==> src/rtl/win_overlay_pkg.sv <==
// Shared types and constants for the win banner overlay: window geometry,
// win-state codes and the blink sequencer state encoding.
package win_overlay_pkg;

  localparam logic [9:0] WIN_W = 10'd36;
  localparam logic [9:0] WIN_H = 10'd28;

  localparam logic [2:0] ST_WIN_2 = 3'd2;
  localparam logic [2:0] ST_WIN_3 = 3'd3;
  localparam logic [2:0] ST_WIN_4 = 3'd4;
  localparam logic [2:0] ST_WIN_5 = 3'd5;

  localparam logic [9:0] ORG2_X = 10'd31;
  localparam logic [9:0] ORG2_Y = 10'd103;
  localparam logic [9:0] ORG3_X = 10'd576;
  localparam logic [9:0] ORG3_Y = 10'd240;
  localparam logic [9:0] ORG4_X = 10'd30;
  localparam logic [9:0] ORG4_Y = 10'd240;
  localparam logic [9:0] ORG5_X = 10'd576;
  localparam logic [9:0] ORG5_Y = 10'd103;

  typedef enum logic [1:0] {
    BLINK_IDLE,
    BLINK_ON,
    BLINK_OFF,
    BLINK_SOLID
  } blink_state_t;

  typedef struct packed {
    logic [9:0] x;
    logic [9:0] y;
  } win_org_t;

  function automatic logic is_win_state(input logic [2:0] s);
    return (s >= ST_WIN_2) && (s <= ST_WIN_5);
  endfunction

  // Non-win states get a zero origin; callers must gate with is_win_state.
  function automatic win_org_t win_origin(input logic [2:0] s);
    win_org_t o;
    o = '0;
    case (s)
      ST_WIN_2: begin o.x = ORG2_X; o.y = ORG2_Y; end
      ST_WIN_3: begin o.x = ORG3_X; o.y = ORG3_Y; end
      ST_WIN_4: begin o.x = ORG4_X; o.y = ORG4_Y; end
      ST_WIN_5: begin o.x = ORG5_X; o.y = ORG5_Y; end
      default:  o = '0;
    endcase
    return o;
  endfunction

endpackage

==> src/rtl/win_overlay_pipe_blink.sv <==
// Frame-counted blink sequencer: ON/OFF phases of BLINK_FRAMES frames, then solid.
// Updates only on frame_start, so show is stable across the active area; no backpressure.
module win_blink_fsm
  import win_overlay_pkg::*;
#(
  parameter int unsigned BLINK_FRAMES  = 30,
  parameter int unsigned BLINK_TOGGLES = 6
) (
  input  logic       clk,
  input  logic       rst_n,
  input  logic       frame_start,
  input  logic [2:0] game_state,
  input  logic [2:0] state_q,
  output logic       show
);

  localparam logic [5:0] FRAMES_M1 = 6'(BLINK_FRAMES - 1);
  localparam logic [2:0] TOGGLES   = 3'(BLINK_TOGGLES);

  blink_state_t st, st_nxt;
  logic [5:0]   fcnt, fcnt_nxt;
  logic [2:0]   tcnt, tcnt_nxt;

  always_ff @(posedge clk or negedge rst_n) begin
    if (!rst_n) begin
      st   <= BLINK_IDLE;
      fcnt <= '0;
      tcnt <= '0;
    end else begin
      st   <= st_nxt;
      fcnt <= fcnt_nxt;
      tcnt <= tcnt_nxt;
    end
  end

  always_comb begin
    st_nxt   = st;
    fcnt_nxt = fcnt;
    tcnt_nxt = tcnt;
    if (frame_start) begin
      // A state change always restarts the sequence, even win-to-win.
      if (game_state != state_q) begin
        fcnt_nxt = '0;
        tcnt_nxt = '0;
        st_nxt   = is_win_state(game_state) ? BLINK_ON : BLINK_IDLE;
      end else begin
        case (st)
          BLINK_IDLE: begin
            if (is_win_state(game_state)) begin
              st_nxt   = BLINK_ON;
              fcnt_nxt = '0;
              tcnt_nxt = '0;
            end
          end
          BLINK_ON, BLINK_OFF: begin
            if (fcnt == FRAMES_M1) begin
              fcnt_nxt = '0;
              tcnt_nxt = tcnt + 3'd1;
              if (tcnt_nxt == TOGGLES) st_nxt = BLINK_SOLID;
              else                     st_nxt = (st == BLINK_ON) ? BLINK_OFF : BLINK_ON;
            end else begin
              fcnt_nxt = fcnt + 6'd1;
            end
          end
          default: st_nxt = st;
        endcase
      end
    end
  end

  assign show = (st == BLINK_ON) || (st == BLINK_SOLID);

endmodule

==> src/rtl/win_overlay_pipe.sv <==
// Composites the 36x28 win banner over the background pixel stream.
// Fixed 2-cycle latency, 1 pixel/cycle, no stalls and no backpressure.
module win_overlay_pipe
  import win_overlay_pkg::*;
#(
  parameter int unsigned BLINK_FRAMES  = 30,
  parameter int unsigned BLINK_TOGGLES = 6,
  parameter logic [23:0] KEY_RGB       = 24'hFF00FF
) (
  input  logic        clk,
  input  logic        rst_n,
  input  logic [2:0]  game_state,
  input  logic        frame_start,
  input  logic        pix_valid,
  input  logic [9:0]  pix_x,
  input  logic [9:0]  pix_y,
  input  logic [23:0] bg_rgb,
  output logic [2:0]  xlat_start,
  output logic [9:0]  xlat_x,
  output logic [9:0]  xlat_y,
  input  logic [16:0] xlat_addr,
  output logic [16:0] rom_addr,
  input  logic [23:0] rom_q,
  output logic        out_valid,
  output logic [23:0] out_rgb
);

  logic [2:0]  state_q;
  logic        show;
  logic        hit;
  win_org_t    org;
  logic        valid1;
  logic        hit1;
  logic [23:0] bg1;

  always_ff @(posedge clk or negedge rst_n) begin
    if (!rst_n)           state_q <= '0;
    else if (frame_start) state_q <= game_state;
  end

  assign xlat_start = state_q;
  assign xlat_x     = pix_x;
  assign xlat_y     = pix_y;
  assign rom_addr   = xlat_addr;

  // Hit is decided from geometry, never from the translator address.
  assign org = win_origin(state_q);
  assign hit = is_win_state(state_q)
             && (pix_x >= org.x) && (pix_x < org.x + WIN_W)
             && (pix_y >= org.y) && (pix_y < org.y + WIN_H);

  win_blink_fsm #(
    .BLINK_FRAMES (BLINK_FRAMES),
    .BLINK_TOGGLES(BLINK_TOGGLES)
  ) u_blink (
    .clk        (clk),
    .rst_n      (rst_n),
    .frame_start(frame_start),
    .game_state (game_state),
    .state_q    (state_q),
    .show       (show)
  );

  // Stage 1 lines up with the ROM's one-cycle read.
  always_ff @(posedge clk or negedge rst_n) begin
    if (!rst_n) begin
      valid1 <= 1'b0;
      hit1   <= 1'b0;
      bg1    <= '0;
    end else begin
      valid1 <= pix_valid;
      hit1   <= hit;
      bg1    <= bg_rgb;
    end
  end

  always_ff @(posedge clk or negedge rst_n) begin
    if (!rst_n) begin
      out_valid <= 1'b0;
      out_rgb   <= '0;
    end else begin
      out_valid <= valid1;
      if (!valid1)                                 out_rgb <= '0;
      else if (hit1 && show && (rom_q != KEY_RGB)) out_rgb <= rom_q;
      else                                         out_rgb <= bg1;
    end
  end

endmodule

==> config.mk <==
export PLATFORM = sky130hd
export DESIGN_NAME = win_overlay_pipe
export DESIGN_NICKNAME = d
export VERILOG_FILES = /design/src/rtl/win_overlay_pkg.sv /design/src/rtl/win_overlay_pipe_blink.sv /design/src/rtl/win_overlay_pipe.sv
export SDC_FILE = /design/constraint.sdc
export NUM_CORES = 1
export LEC_CHECK = 0
export CORE_MARGIN = 1
export CORE_UTILIZATION = 39
export CTS_CLUSTER_SIZE = 10
export DETAILED_ROUTE_END_ITERATION = 10
export GPL_ROUTABILITY_DRIVEN = 0
export PLACE_DENSITY = 0.78
export SKIP_CTS_REPAIR_TIMING = 1
export SLEW_MARGIN = 20
export SYNTH_ARGS = -nofsm -noshare
export SYNTH_HDL_FRONTEND = slang
export SYNTH_HIERARCHICAL = 1
export SYNTH_SLANG_ARGS = --single-unit
==> constraint.sdc <==
create_clock -name clk -period 2.35 [get_ports clk]
set_input_delay 0.3525 -clock clk [delete_from_list [all_inputs] [get_ports clk]]
set_output_delay 0.3525 -clock clk [all_outputs]
set_load 0.01 [all_outputs]
==> PnR_summary.wiki, run 1 <==
{| class="wikitable"
! Metric !! Value
|-
| Largest fanout on the critical path || 6
|-
| Detailed-route via count || slightly below 3000
|-
| Most frequent CP cell || sky130_fd_sc_hd__nand2_1
|-
| Final Hold Violating Endpoints || 4
|-
| Grt peak-use layer || met2
|-
| Post-route core utilization || between 50% and 60%
|-
| Clock period minus worst slack || around 2300 ps
|-
| Slowest stage delay, CP || about 470 ps
|-
| Count of input and output buffers || approximately 120
|-
| Number of synthesized flops with an enable pin || 0
|-
| Layout cells sized above 1 || 14.8%
|-
| GR Util met3 || 4.11%
|-
| Post-route DRC violation count || 0
|-
| Total setup violations reported at the end of the flow || 0
|-
| Final setup margin || ~75 ps
|-
| Clk sinks || 65
|-
| Nature of the critical path endpoint || flop
|-
| Clock Path Buffers || 2
|-
| Iter 0 DRT Violations || between 80 and 90
|-
| Net count of the mapped netlist || between 400 and 500
|-
| Synth Instances || 354
|-
| Reg2reg end || hit1$_DFF_PN0_
|-
| Floorplan die width || 98.6 um
|-
| Average footprint of a synthesized cell || a little over 10 um2
|-
| Share of the synthesized area in the top cell type || 44.7%
|-
| Post-synthesis sequential element count || 65
|-
| Number of antenna violations at the first check in global routing || 0
|-
| Met1 usage in global routing || 21.1%
|-
| Aggregate global-route resource usage || 17.4%
|-
| Depth of the worst register-to-register path || 9
|-
| Prevailing post-synth register cell || sky130_fd_sc_hd__dfrtp_1
|-
| Clock edge transition at the registers on the reported setup and hold paths || 80 ps
|-
| Cell type of the slowest stage on the worst timing path || sky130_fd_sc_hd__dfrtp_2
|-
| Startpoint of the worst register-to-register path || xlat_start[1]$_DFFE_PN0P_
|-
| Maximum operating frequency || 440 MHz
|-
| Vias per std cell || around 5.1
|-
| Crit path kind || reg -> reg
|-
| Number of placed I/O pins || ~160
|-
| Required time reported for the critical path endpoint || 2590 ps
|-
| Met2 demand-to-capacity share in global routing || 29.8%
|-
| Filler Cells Inserted || 745
|-
| Async set-reset flop share out of synthesis || 100%
|-
| Clock tree skew after final layout || roughly 11 ps
|-
| Via count of the first global-routing pass || 2867
|-
| Clock insertion delay at the later pin of the skew report || 340 ps
|-
| Capturing instance or port of the critical path || hit1$_DFF_PN0_
|-
| Hpwl dp || slightly above 6 mm
|-
| CTS HTree Levels || 3
|-
| Standard-cell rows || 34
|-
| Slack of the worst reg-to-reg path || 70 ps
|-
| Total Wirelength || about 8.3 mm
|-
| Violations in the final reports || negative hold slack
|-
| Net count of the finished layout || 579
|-
| Status || complete, but fails checks
|-
| Area enclosed by the die boundary || 9730 um2
|-
| PD cells || around 620 nW/um2
|-
| Crit start category || flop
|-
| Wire length of the first global-routing pass || 13.4 mm
|-
| HP Class || in -> async
|-
| Post-layout instance area || 5110 um2
|-
| Cell taking the most area after synthesis || sky130_fd_sc_hd__dfrtp_1
|-
| Worst hold slack after final layout || -9.70 ps
|-
| Core ar. || 8890 um2
|-
| Max-capacitance violation count || 0
|-
| Number of buffers created by CTS || 9
|-
| Crit path arrival time || ~2500 ps
|-
| Synth Cell Area || 3640 um2
|-
| Leakage component of the power || 0.00218 uW
|-
| WL/cell || 14.7 um
|-
| CTS tree || done
|-
| Placement Setup Slack || -47.4 ps
|-
| Worst setup startpoint || xlat_start[1]$_DFFE_PN0P_
|-
| Ratio of final minimum period to clock period || 96.8%
|-
| Effective utilization at floorplan || 41.0%
|-
| Cell chosen for the clock root || sky130_fd_sc_hd__clkbuf_8
|-
| TritonRoute pass-1 iters || 4
|-
| Count of synthesis-stage warnings from yosys || 6
|-
| VDD IR max || 0.265 mV
|-
| Number of diodes || 0
|-
| Largest cells by area after synthesis || sky130_fd_sc_hd__dfrtp_1, sky130_fd_sc_hd__ha_1, sky130_fd_sc_hd__buf_4
|-
| Die span in y || slightly below 100 um
|-
| Antenna viol nets, final || 0
|-
| Pin count of the biggest net entering global routing || 66
|-
| Placed instance area || roughly 4800 um2
|-
| Slew Viols, Final || 0
|-
| Overall Power || 3170 uW
|-
| Critical path cell sequence || nor3b_4 > nor2_4 > ha_1 > xnor2_1 > ha_2 > nand2_1 > nand2_1 > a31o_2 > a2111oi_4
|-
| Seq/Total Area, Yosys || ~45%
|-
| Distinct cell type count after synthesis || 52
|-
| Aggregate global routing overflow || 0
|-
| Layout-stage area growth over the synthesis result || 40.3%
|}
==> final cells by class <==
type | instances | area, um2 | area share [%]
clock buffers | 10 | 128 | 2.50
clock inverters | 6 | 90.1 | 1.76
inverters | 17 | 63.8 | 1.25
multi-input cells | 223 | 1710 | 33.4
flip-flops and latches | 65 | 1630 | 31.9
well taps | 108 | 135 | 2.64
repair buffers | 137 | 1350 | 26.5
==> cell usage in the layout, fill, tap and decap left out, types with 3 or more instances in the layout <==
cell and instances:
sky130_fd_sc_hd__clkdlybuf4s50_1 121, sky130_fd_sc_hd__dfrtp_1 62, sky130_fd_sc_hd__ha_1 33, sky130_fd_sc_hd__nand2_1 32, sky130_fd_sc_hd__nand3_1 26, sky130_fd_sc_hd__o21ai_1 17, sky130_fd_sc_hd__inv_1 16, sky130_fd_sc_hd__o21ai_0 14
sky130_fd_sc_hd__buf_4 13, sky130_fd_sc_hd__clkbuf_8 9, sky130_fd_sc_hd__a21oi_1 8, sky130_fd_sc_hd__xnor2_1 6, sky130_fd_sc_hd__nor2_1 5, sky130_fd_sc_hd__mux2_2 5, sky130_fd_sc_hd__nand4_1 4, sky130_fd_sc_hd__o21ai_2 4
sky130_fd_sc_hd__a31oi_1 4, sky130_fd_sc_hd__nor4_1 3, sky130_fd_sc_hd__nand2b_1 3, sky130_fd_sc_hd__nor3_1 3, sky130_fd_sc_hd__nor2b_1 3, sky130_fd_sc_hd__a211oi_1 3, sky130_fd_sc_hd__mux2_4 3, sky130_fd_sc_hd__dfrtp_2 3
==> registers in the layout (all words and copies together), names as in the netlist <==
| register | count |
|---|---|
| u_blink/st | 2 |
| out_rgb | 24 |
| out_valid | 1 |
| valid1 | 1 |
| xlat_start | 3 |
| u_blink/fcnt | 6 |
| bg1 | 24 |
| hit1 | 1 |
| u_blink/tcnt | 3 |
==> layer usage <==
metal,routed length (um),part of all wire (%)
met1,3760,45
met2,4020,48
met3,395,4.7
met4,154,1.8
met5,0,0
==> worst max-delay path, delay by kind of cell (launching register included) <==
family          cells  cell delay (ps)
flops               1              470
xor+xnor            1              160
simple gates        4              500
compound gates      2              520
fa+ha+maj           2              510
==> how the worst min path moves through the flow <==
stage                     start          endpoint  cells past startpoint
after global routing      rst_n  bg1[6]$_DFF_PN0_                      2
after detailed placement  rst_n  bg1[6]$_DFF_PN0_                      2
after CTS                 rst_n  bg1[6]$_DFF_PN0_                      2
final                     rst_n  bg1[6]$_DFF_PN0_                      2
after global placement    rst_n  bg1[6]$_DFF_PN0_                      2
after floorplan           rst_n  bg1[0]$_DFF_PN0_                      0
==> Yosys cell counts (2+ instances only) <==
cell	number
sky130_fd_sc_hd__mux2_4	3
sky130_fd_sc_hd__nor2b_1	3
sky130_fd_sc_hd__o21ai_2	4
sky130_fd_sc_hd__o21ai_1	16
sky130_fd_sc_hd__nand4_1	4
sky130_fd_sc_hd__nor3b_1	3
sky130_fd_sc_hd__xnor2_1	7
sky130_fd_sc_hd__mux2i_1	2
sky130_fd_sc_hd__nor3_1	4
sky130_fd_sc_hd__nand2_1	32
sky130_fd_sc_hd__mux2_2	5
sky130_fd_sc_hd__nand4b_1	2
sky130_fd_sc_hd__nand2b_1	4
sky130_fd_sc_hd__a31oi_1	5
sky130_fd_sc_hd__clkbuf_1	4
sky130_fd_sc_hd__nor4b_1	2
sky130_fd_sc_hd__nor4_1	3
sky130_fd_sc_hd__inv_1	17
sky130_fd_sc_hd__ha_1	34
sky130_fd_sc_hd__dfrtp_1	65
sky130_fd_sc_hd__nand3_1	26
sky130_fd_sc_hd__or2_2	2
sky130_fd_sc_hd__a21oi_1	9
sky130_fd_sc_hd__a211oi_1	4
sky130_fd_sc_hd__clkbuf_2	2
sky130_fd_sc_hd__buf_4	37
sky130_fd_sc_hd__o21a_1	2
sky130_fd_sc_hd__o2111ai_1	2
sky130_fd_sc_hd__buf_6	3
sky130_fd_sc_hd__nor2_1	9
sky130_fd_sc_hd__a41oi_1	3
sky130_fd_sc_hd__o22ai_1	2
sky130_fd_sc_hd__o21ai_0	15
==> kinds of logic (layout without fill, tap and decap cells) <==
family,Yosys count,in the layout,synth area share (%)
other,1,1,0.103
xor gates and xnor gates,8,8,1.92
adders and majority gates,34,34,11.7
muxes,10,10,3.33
buffers and inverters,66,170,11.6
DFF,65,65,44.7
and+or+nand+nor,100,100,14.2
AOI/OAI and AO/OA,70,70,12.5
==> power breakdown <==
group	switching (uW)	internal, uW
sequential	44.7	1190
clock	442	601
combinational	424	470
==> metrics by stage <==
step | setup TNS (ps) | std cells
after floorplan | 0 | 354
after global placement | 0 | 547
after detailed placement | -47.4 | 547
after CTS | -76.6 | 563
after global routing | -43.6 | 566
final | 0 | 566
(Power assumes the default switching activity.)
==> run 2, diff against run 1 <==
SLEW_MARGIN = not set   (was 20)
==> results of run 2 <==
Same layout as run 1: the final DEF is identical, and so are final timing and power.
